**config.mk**
```make
export PLATFORM = sky130hd
export DESIGN_NAME = vga_pattern_ctrl
export DESIGN_NICKNAME = d
export VERILOG_FILES = /design/src/rtl/vga_pattern_ctrl_pkg.sv /design/src/rtl/vga_pattern_ctrl_db_fsm.sv /design/src/rtl/vga_pattern_ctrl.sv
export SDC_FILE = /design/constraint.sdc
export NUM_CORES = 1
export LEC_CHECK = 0
export BUFFER_PORTS_ARGS = -buffer_cell sky130_fd_sc_hd__buf_2
export CAP_MARGIN = 20
export CORE_AREA = 2 2 75 63
export CTS_BUF_LIST = sky130_fd_sc_hd__clkbuf_8 sky130_fd_sc_hd__clkbuf_16
export DETAILED_ROUTE_END_ITERATION = 10
export DIE_AREA = 0 0 77 65
export PLACE_DENSITY = 0.81
export RECOVER_POWER = 100
export SLEW_MARGIN = 20
export SYNTH_ARGS = -nofsm -noshare
export SYNTH_HDL_FRONTEND = slang
export SYNTH_SLANG_ARGS = --single-unit
```
**constraint.sdc**
```tcl
create_clock -name clk -period 1.9 [get_ports clk]
set_input_delay 0.095 -clock clk [delete_from_list [all_inputs] [get_ports clk]]
set_output_delay 0.095 -clock clk [all_outputs]
set_load 0.005 [all_outputs]
```
**src/rtl/vga_pattern_ctrl_pkg.sv**
```systemverilog
// Shared definitions for the VGA test-pattern controller: sequencer states,
// pattern index constants and the debounce counter width.
package vga_pattern_ctrl_pkg;

    typedef enum logic [1:0] {
        ST_RUN   = 2'd0,
        ST_PEND  = 2'd1,
        ST_BLANK = 2'd2
    } state_t;

    localparam logic [2:0] PAT_BARS     = 3'd0;
    localparam logic [2:0] PAT_INV_BARS = 3'd1;
    localparam logic [2:0] PAT_CHECKER  = 3'd2;
    localparam logic [2:0] PAT_RAMP     = 3'd3;
    localparam logic [2:0] PAT_SOLID    = 3'd4;

    localparam int DB_W = 20;

    // Next pattern index, wrapping after the last configured pattern.
    function automatic logic [2:0] next_pat(input logic [2:0] cur, input int num);
        return (int'(cur) == num - 1) ? PAT_BARS : cur + 3'd1;
    endfunction

endpackage

```
**src/rtl/vga_pattern_ctrl_db_fsm.sv**
```systemverilog
// Push-button conditioner: two-flop synchroniser followed by a stable-time
// debouncer; emits a single-clk pulse on each debounced rising edge.
module db_fsm
    import vga_pattern_ctrl_pkg::*;
#(
    parameter logic [DB_W-1:0] DB_CYCLES = 20'd1_000_000
) (
    input  logic clk,
    input  logic reset_n,
    input  logic btn,
    output logic rise
);

    logic            sync1;
    logic            sync2;
    logic            stable;
    logic [DB_W-1:0] cnt;

    // Synchronise, then accept a new level only after it has held DB_CYCLES clks.
    always_ff @(posedge clk or negedge reset_n) begin
        if (!reset_n) begin
            sync1  <= 1'b0;
            sync2  <= 1'b0;
            stable <= 1'b0;
            cnt    <= '0;
            rise   <= 1'b0;
        end else begin
            sync1 <= btn;
            sync2 <= sync1;
            rise  <= 1'b0;
            if (sync2 == stable) begin
                cnt <= '0;
            end else if (cnt == DB_CYCLES - 1'b1) begin
                cnt    <= '0;
                stable <= sync2;
                rise   <= sync2;
            end else begin
                cnt <= cnt + 1'b1;
            end
        end
    end

endmodule

```
**src/rtl/vga_pattern_ctrl.sv**
```systemverilog
// VGA test-pattern sequencer: frame-start detection, button/auto advance,
// one blanked frame per pattern change, and colour-bar scrolling.
// Optional feature macro: VGA_PATTERN_AUTO_EN (timed auto-advance).
module vga_pattern_ctrl
    import vga_pattern_ctrl_pkg::*;
#(
    parameter int              NUM_PAT        = 5,
    parameter int              FRAMES_PER_PAT = 120,
    parameter int              SHIFT_FRAMES   = 8,
    parameter logic [DB_W-1:0] DB_CYCLES      = 20'd1_000_000
) (
    input  logic       clk,
    input  logic       reset_n,
    input  logic       p_tick,
    input  logic [9:0] pix_x,
    input  logic [9:0] pix_y,
    input  logic       btn_next,
    input  logic       scroll_en,
    output logic [2:0] pat_sel,
    output logic [2:0] bar_shift,
    output logic       blank,
    output logic       frame_tick
);

    state_t     state;
    logic [9:0] frame_cnt;
    logic [7:0] shift_cnt;
    logic       btn_rise;
    logic       adv_req;

    db_fsm #(.DB_CYCLES(DB_CYCLES)) u_db (
        .clk     (clk),
        .reset_n (reset_n),
        .btn     (btn_next),
        .rise    (btn_rise)
    );

`ifdef VGA_PATTERN_AUTO_EN
    // A timed request and a button pulse in the same clk merge into one.
    logic auto_req;
    assign auto_req = frame_tick && (state == ST_RUN) &&
                      (frame_cnt == 10'(FRAMES_PER_PAT - 1));
    assign adv_req  = btn_rise | auto_req;
`else
    assign adv_req  = btn_rise;
`endif

    // Registered frame-start pulse: first pixel of the frame.
    always_ff @(posedge clk or negedge reset_n) begin
        if (!reset_n) frame_tick <= 1'b0;
        else          frame_tick <= p_tick && (pix_x == 10'd0) && (pix_y == 10'd0);
    end

    // Sequencer: pattern changes land only on frame boundaries, followed by one black frame.
    always_ff @(posedge clk or negedge reset_n) begin
        if (!reset_n) begin
            state     <= ST_RUN;
            pat_sel   <= PAT_BARS;
            blank     <= 1'b0;
            frame_cnt <= '0;
        end else begin
            case (state)
                ST_RUN: begin
                    if (frame_tick)
                        frame_cnt <= (frame_cnt == 10'(FRAMES_PER_PAT - 1)) ? 10'd0
                                                                            : frame_cnt + 10'd1;
                    if (adv_req) state <= ST_PEND;
                end
                ST_PEND: begin
                    if (frame_tick) begin
                        state     <= ST_BLANK;
                        blank     <= 1'b1;
                        pat_sel   <= next_pat(pat_sel, NUM_PAT);
                        frame_cnt <= '0;
                    end
                end
                ST_BLANK: begin
                    if (frame_tick) begin
                        state <= ST_RUN;
                        blank <= 1'b0;
                    end
                end
                default: begin
                    state <= ST_RUN;
                    blank <= 1'b0;
                end
            endcase
        end
    end

    // Colour-bar rotation: steps every SHIFT_FRAMES frames while enabled, frozen in blank frames.
    always_ff @(posedge clk or negedge reset_n) begin
        if (!reset_n) begin
            shift_cnt <= '0;
            bar_shift <= '0;
        end else if (frame_tick && scroll_en && (state != ST_BLANK)) begin
            if (shift_cnt == 8'(SHIFT_FRAMES - 1)) begin
                shift_cnt <= '0;
                bar_shift <= bar_shift + 3'd1;
            end else begin
                shift_cnt <= shift_cnt + 8'd1;
            end
        end
    end

endmodule

```
==> metrics list, run 1 <==
- After detailed routing, the number of remaining DRC violations is 0.
- Number of enable flip-flop cells after synthesis: 0
* Number of nets with antenna violations after routing: 0
* Fin crit period: 1.81 ns
* Met2 layer usage reported by global route: 26.9%
- The kind of cell with the highest combined delay along the critical path is simple AND/OR/NAND/NOR gates.
- Compound-Gate Fraction of Synth Area: 5.10%
* Fraction of synthesized cell area in xor and xnor cells: 9.90%
- TritonCTS built the clock tree.
- For this configuration, the core starts out at a cell density of 46.8%.
- Worst setup margin: 0.0948 ns
- Synthesis produced a netlist whose cell count is 193.
- The pre-antenna-repair detailed-routing pass consisted of 4 iterations.
- After routing, the total negative slack on setup checks comes to 0 ns.
- Max Transition Viols Final: 0
- After synthesis, the share of flip-flops with an asynchronous set or reset is 100%.
- After clock tree synthesis, the repair step resized 0 gates.
- Measured in cells, the most critical reg-to-reg path has a length of 5.
* Area occupied by registers: 1050 um^2
* First-pass GRT wire length: 6.44 mm
- In the final design database the tool counted 270 nets.
- Number of sinks driven by the clock tree: 42
- Number of vias after detailed routing: 1519
* Post-CTS Setup Bufs: 0
* Path category of the worst min-delay check: primary input to flop
- Fraction of post-synthesis cell area in the top cell type by area: 51.7%
* First-iteration detailed-routing DRC count: 85
- Of the total synthesized cell area, the portion taken by full adders, half adders and majority gates is 3.08%.
- Slew of the pin with the lowest slew margin: 1.02 ns
* CP Buf/Inv Count: 0
- After synthesis, the largest family of logic cells by area is simple AND/OR/NAND/NOR gates.
- After synthesis, the share of cell area in mux cells is 2.64%.
- Clock latency on the worst-skew pair, taken at its later pin, is 0.30 ns.
- The tree is rooted in a sky130_fd_sc_hd__clkbuf_8.
- Average detailed-routed wire length per instance: 12.4 um
- The worst setup path is of the flop to flop kind.
- Counting along the longest clock path gives a buffer depth of 2.
- Leaving out fill and tap cells, the most frequent cell in the layout is sky130_fd_sc_hd__dfrtp_1.
- Number of cells on the worst hold path: 4
* Initial antenna violation count: 0
* Crit path arrival time: 1.99 ns
- Leading cell types by total area after synthesis: sky130_fd_sc_hd__dfrtp_1, sky130_fd_sc_hd__xor2_1, sky130_fd_sc_hd__nor2_1
- Summing all multi-input logic gate instances after layout gives 946 um^2.
- Clock-pin slew was measured on the worst setup and hold paths at 0.08 ns.
- Total global-route track usage: 16.1%
* Total length of routed wires: 3.74 mm
* Cell area after technology mapping: 2030 um^2
- In this run the critical register-to-register path is launched from u_db.cnt[0]$_DFF_PN0_.
- Pin count of the biggest net entering global routing: 43
* Vertical extent of the die: 65 um
* Max Fclk: 554 MHz
* Grt met1 use: 21.1%
* Number of clock buffers inserted by TritonCTS: 5
* DIE WIDTH: 77 um
- Nature of the critical path endpoint: flop
* Core area: 4350 um^2
* Library cell contributing the largest single delay on the critical path: sky130_fd_sc_hd__dfrtp_1
- Count of distinct cell types in the synthesized netlist: 37
- Before CTS, the worst setup slack after placement is 0.111 ns.
- Using the TritonRoute via totals, the vias-per-cell ratio works out to 5.05.
- In this run the most critical hold path is launched from pix_y[4].
- The wire-length estimate of the detail-placed layout is 2.72 mm.
- The final count of hold timing violations is 0.
- Crit share post-route: 95.0%
* Total setup violations reported at the end of the flow: 0
- The die covers 5010 um^2.
- Sequential elements use 51.7% of the synthesized area.
- Share of final-layout standard cells stronger than drive strength 1: 22.0%
- 33 I/O pins were placed.
* Hold EP: frame_tick$_DFF_PN0_
- Outcome: finished clean
- Cell row count: 22
- In this run the number of H-tree levels came out at 2.
- Post-synthesis share of cell area spent on and, or, nand and nor gates: 25.8%
- Max VDD drop: 0.318 mV
- Met3 layer usage reported by global route: 4.18%
- # fillers: 406
- Input and output buffers added on the ports amount to 32.
- Cells along the critical path: ha_1 -> nand2_1 -> or2_2 -> nor3_1 -> mux2_2
- Busiest layer in global routing: met2
- Max-cap viol count: 0
- For this run, the leading register cell type out of synthesis is sky130_fd_sc_hd__dfrtp_1.
- Yosys Warn Count: 0
* Type of element launching the critical path: flop
- Area Overhead vs Synth: 19.3%
- Maximum fanout along the worst path: 4
- Leaving out fill and tap cells, the most frequent cells in the layout are sky130_fd_sc_hd__dfrtp_1, sky130_fd_sc_hd__buf_2, sky130_fd_sc_hd__nor2_1.
* Reg2Reg Setup Slack: 0.09 ns
* Final GP Congestion: 0.829
* FF-to-FF End: u_db.stable$_DFFE_PN0P_
- Power density over the cells: 691 nW/um^2
- The synthesized design contains 42 register bits.
- The analysis attributes to cell leakage a power of 1.11 nW.
- Post-synth top area cell: sky130_fd_sc_hd__dfrtp_1
- When the netlist entered floorplanning its net count stood at 223.
- Headroom to the max-slew limit: 32.2%
* RSZ-0062 raised after global routing: no
* Diodes inserted: 0
* Largest stage delay on the critical path: 0.39 ns
- Post-Syn Area per Cell: 10.5 um^2
- Via count of the first global-routing pass: 1463
* Required time worst endpoint: 2.09 ns
* Final Skew: 0.0100 ns
* Grt total ovfl: 0
==> Yosys cell counts (2+ instances only) <==
| cell type | instances |
|---|---|
| sky130_fd_sc_hd__nand4_1 | 7 |
| sky130_fd_sc_hd__xor2_1 | 14 |
| sky130_fd_sc_hd__nand2b_1 | 2 |
| sky130_fd_sc_hd__nand3_1 | 6 |
| sky130_fd_sc_hd__inv_1 | 7 |
| sky130_fd_sc_hd__and2_1 | 3 |
| sky130_fd_sc_hd__and4_1 | 3 |
| sky130_fd_sc_hd__nor4b_1 | 3 |
| sky130_fd_sc_hd__and3_1 | 2 |
| sky130_fd_sc_hd__nor3_1 | 5 |
| sky130_fd_sc_hd__mux2_2 | 3 |
| sky130_fd_sc_hd__nor2_1 | 26 |
| sky130_fd_sc_hd__ha_1 | 5 |
| sky130_fd_sc_hd__xnor2_1 | 9 |
| sky130_fd_sc_hd__a21oi_1 | 5 |
| sky130_fd_sc_hd__nand3_2 | 2 |
| sky130_fd_sc_hd__dfrtp_1 | 42 |
| sky130_fd_sc_hd__nand4bb_1 | 2 |
| sky130_fd_sc_hd__o21ai_0 | 7 |
| sky130_fd_sc_hd__mux2i_1 | 2 |
| sky130_fd_sc_hd__nand2_1 | 18 |
| sky130_fd_sc_hd__nor4_1 | 5 |
==> through the flow <==
stage               power, mW  cell area (um^2)  util [%]  hold WS [ns]  cells
floorplan               0.944              2030         -        -0.201    193
global placement        0.991              2310      53.1         0.189    291
detailed placement      0.994              2310      53.1         0.198    291
CTS                      1.70              2440      56.2       0.00783    301
global route             1.74              2430      55.8        0.0412    301
finish                   1.68              2430      55.8        0.0118    301
==> sequential cells by signal, indices dropped and copies added, names as in the netlist <==
register / count
bar_shift: 3
blank: 1
frame_tick: 1
pat_sel: 3
shift_cnt: 8
state: 2
u_db.cnt: 20
u_db.rise: 1
u_db.stable: 1
u_db.sync1: 1
u_db.sync2: 1
==> how the worst max path moves through the flow <==
stage / to / slack, ns / cells past startpoint / start
finish: u_db.stable$_DFFE_PN0P_ / 0.09 / 5 / u_db.cnt[0]$_DFF_PN0_
global route: u_db.stable$_DFFE_PN0P_ / 0.008 / 5 / u_db.cnt[0]$_DFF_PN0_
CTS: u_db.stable$_DFFE_PN0P_ / 0.10 / 5 / u_db.cnt[0]$_DFF_PN0_
detailed placement: u_db.stable$_DFFE_PN0P_ / 0.11 / 5 / u_db.cnt[0]$_DFF_PN0_
global placement: u_db.stable$_DFFE_PN0P_ / 0.16 / 4 / u_db.cnt[16]$_DFF_PN0_
floorplan: u_db.stable$_DFFE_PN0P_ / 0.17 / 4 / u_db.cnt[16]$_DFF_PN0_
==> cells by family (layout without fill, tap and decap cells) <==
group                    count (synthesis)  count (layout)
AND/OR/NAND/NOR                         94              94
flip-flops                              42              42
AO/OA/AOI/OAI                           16              16
buffers and inverters                    8              56
XOR/XNOR                                23              23
multiplexers                             5               5
adder cells (fa/ha/maj)                  5               5
==> power breakdown <==
group	internal (mW)	total (mW)	switching [mW]
sequential	0.900	0.907	0.00668
combinational	0.0307	0.0681	0.0374
clock	0.394	0.702	0.308
total	1.32	1.68	0.352
==> metal layers <==
layer  vias up  wire length (um)
li1        766                 -
met1       730              1810
met2        23              1800
met3         0               134
met4         0                 0
met5         -                 0
==> worst register-to-register path, stage by stage, from the launching register on <==
cell and delay (ns):
sky130_fd_sc_hd__dfrtp_1 0.39, sky130_fd_sc_hd__ha_1 0.25, sky130_fd_sc_hd__nand2_1 0.07, sky130_fd_sc_hd__or2_2 0.35, sky130_fd_sc_hd__nor3_1 0.28, sky130_fd_sc_hd__mux2_2 0.36
==> area by class of cell <==
| cell class | instances | area share [%] |
|---|---|---|
| tap | 60 | 3.09 |
| timing repair buffer | 41 | 8.92 |
| clock inverter | 3 | 1.80 |
| sequential | 42 | 43.3 |
| inverter | 7 | 1.08 |
| clock buffer | 5 | 2.84 |
| multi-input combinational | 143 | 39.0 |
==> repair_timing <==
action / 4_1_cts / 5_1_grt
endpoints found under the setup margin: 0 / 0
hold endpoints to repair: 43 / 0
hold buffers: 2 / 0
No activity file was read; power rests on OpenSTA's default activity.
==> inputs of run 2 (changes only) <==
- CORE_AREA: 2 2 75 63 -> 2 2 52 90
- DIE_AREA: 0 0 77 65 -> 0 0 54 92
- PLACE_DENSITY: 0.81 -> 0.8
==> run 2 against run 1 <==
Net effect:
- clock power rose by 20%
- sequential share of layout area down 0.31 points
- via count increased by 2.2%
- first-iteration DRC count down 74%
- sequential cell count unchanged
- combinational power barely moved
- global-route usage grew 2.1 points
- count of clock-buffer cells in the layout is the same
- worst hold slack gained 0.0042 ns
- die area fell by 0.74%
- cell area is 0.72% higher
- critical endpoint unchanged
==> metrics list, run 2 (synthesis results as in run 1) <==
* Outcome: finished clean
* Max VDD drop: 0.575 mV
- Summing all multi-input logic gate instances after layout gives 946 um^2.
- The root buffer cell chosen for the clock tree is sky130_fd_sc_hd__clkbuf_8.
- First-iteration detailed-routing DRC count: 22
- In this run, CTS created clock tree buffers numbering 5.
* Number of nets with antenna violations after routing: 0
- TritonCTS built the clock tree.
* Path category of the worst min-delay check: primary input to flop
- Area occupied by registers: 1050 um^2
- The number of max-slew violations in the final report was 0.
* Starting density of the core: 47.0%
- Summed over all layers, the routed wires come to 3.94 mm.
- Entering global routing, the biggest net connects 43 pins.
* Post-CTS Setup Bufs: 0
- Reg2Reg Setup Slack: 0.09 ns
* Total setup violations reported at the end of the flow: 0
* Core area: 4320 um^2
- Final Hold Vio Count: 0
- Via count of the first global-routing pass: 1665
- In this run, post-CTS repair resized a total of 0 instances.
- Remaining design rule violation count: 0
- At the pin with the least slew margin, the transition time is 1.01 ns.
* First-pass detailed-route iteration total: 4
- Sw Share: 19.8%
- Clock power share: 46.4%
* DIE WIDTH: 54 um
- In the final timing run, aggregate negative setup slack is 0 ns.
* Number of vias after detailed routing: 1553
* First-pass GRT wire length: 6.72 mm
* Number of sinks driven by the clock tree: 42
- Final #Nets: 270
- Required time worst endpoint: 2.08 ns
- Clock skew on the completed layout was measured at 0.00923 ns.
- Summed over all nets, the switching power comes to 0.360 mW.
* Initial antenna violation count: 0
- Die outline area: 4970 um^2
- The library cell used most frequently in the layout, excluding fill and tap cells, is sky130_fd_sc_hd__dfrtp_1.
* Max-cap viol count: 0
* WHS: 0.0160 ns
* Headroom to the max-slew limit: 32.9%
* Fin crit period: 1.81 ns
- Data arrives at the worst endpoint at 1.99 ns.
- Internal power comes to 1.46 mW.
- Highest-count cells in the layout ignoring fill and taps: sky130_fd_sc_hd__dfrtp_1, sky130_fd_sc_hd__buf_2, sky130_fd_sc_hd__nor2_1
* Leakage component of the power: 1.12 nW
* Max FFs per register: 20
* Cts hold-fix bufs: 2
- In this run the power density over the cells is 744 nW/um^2.
* Placed wire-length estimate: 2.87 mm
* CTS HTree Levels: 2
- Ranked by flip-flop count, first place goes to u_db.cnt.
- Max Fclk: 552 MHz
- The worst setup path is of the flop to flop kind.
- Relative contribution of combinational cells to total power: 3.8%
* Maximum fanout along the worst path: 4
- Clock-pin slew on the worst setup and hold paths: 0.08 ns
- In the final layout, the share of cells above drive strength 1 is 21.6%.
* Average detailed-routed wire length per instance: 13.5 um
- Count of buffers from port buffering: 32
- Diodes inserted: 0
- Compared with the post-synthesis result, the final layout area differs by 20.2%.
- Vertical extent of the die: 92 um
- The share of total power dissipated in sequential elements is 49.9%.
- The worst path uses 95.3% of the clock period.
* Final GP Congestion: 0.801
- Clk_lat worst skew: 0.30 ns
* Type of element launching the critical path: flop
- Ports: 33
- Number of buffers between clock root and the deepest sink: 2
- # fillers: 380
* Total global-route track usage: 18.2%
- RSZ-0062 raised after global routing: no
* Largest registers: u_db.cnt x20, shift_cnt x8
- Grt total ovfl: 0
* Detail-routed via count per cell: 5.32
- The worst setup path is captured at a flop.
- Cell row count: 32
==> run 2: cell count changes in the layout (fill, tap and decap cells not counted) <==
cell                        before  now
sky130_fd_sc_hd__and2_1          2    1
sky130_fd_sc_hd__clkinv_4        0    1
sky130_fd_sc_hd__inv_6           1    0
sky130_fd_sc_hd__buf_4           3    5
sky130_fd_sc_hd__and2_0          1    2
sky130_fd_sc_hd__clkbuf_1        5    6
sky130_fd_sc_hd__clkinv_2        1    0
sky130_fd_sc_hd__clkbuf_2        2    1
sky130_fd_sc_hd__buf_2          29   27
sky130_fd_sc_hd__bufinv_16       1    2
==> run 2: power groups by stage <==
stage,logic (mW),clock network [mW],registers [mW]
floorplan,0.0208,0,0.923
global placement,0.0667,0,0.924
detailed placement,0.0683,0,0.924
CTS,0.0715,0.859,0.906
global route,0.0785,0.894,0.908
finish,0.0684,0.843,0.907
==> run 2: metal layers <==
layer / wire length (um) / up-vias / share of wire [%] / track usage, %
met2: 2260 / 18 / 57 / 35.1
met1: 1500 / 766 / 38 / 16.8
met3: 96 / 6 / 2.4 / 3.58
met5: 0 / - / 0 / 0
met4: 74 / 0 / 1.9 / 7.92
li1: - / 763 / - / -
==> run 2: metrics by stage <==
stage	total power [mW]	cell area, um^2	cells	worst slack [ns]	util (%)
final	1.82	2440	292	0.0893	56.5
after global routing	1.88	2440	292	0.0261	56.5
after CTS	1.84	2460	292	0.105	56.8
after detailed placement	0.993	2300	282	0.119	53.2
after global placement	0.990	2300	282	0.166	53.2
after floorplan	0.944	2030	193	0.172	-
==> run 2: path summary, 6_finish.rpt <==
check | startpoint | endpoint | cells after the start
worst max-delay path | u_db.cnt[16]$_DFF_PN0_ | u_db.stable$_DFFE_PN0P_ | 4
worst min-delay path | pix_y[4] | frame_tick$_DFF_PN0_ | 4
worst max register to register | u_db.cnt[16]$_DFF_PN0_ | u_db.stable$_DFFE_PN0P_ | 4
worst min register to register | u_db.sync1$_DFF_PN0_ | u_db.sync2$_DFF_PN0_ | 0
max in group asynchronous | reset_n | u_db.cnt[9]$_DFF_PN0_ | 3
min in group asynchronous | reset_n | pat_sel[0]$_DFFE_PN0P_ | 3
==> run 2: area by class of cell <==
type	count	area share, %
clock buffers	5	2.81
inverters	7	1.07
multi-input cells	143	38.7
repair buffers	41	9.01
clock inverters	3	2.81
flip-flops and latches	42	43.0
well taps	51	2.61
==> run 2: worst max-delay path, cell delays in order, from the launching register on <==
cell	delay, ns
sky130_fd_sc_hd__dfrtp_1	0.44
sky130_fd_sc_hd__nand3_2	0.13
sky130_fd_sc_hd__or4b_4	0.56
sky130_fd_sc_hd__nor3_1	0.21
sky130_fd_sc_hd__mux2_2	0.36
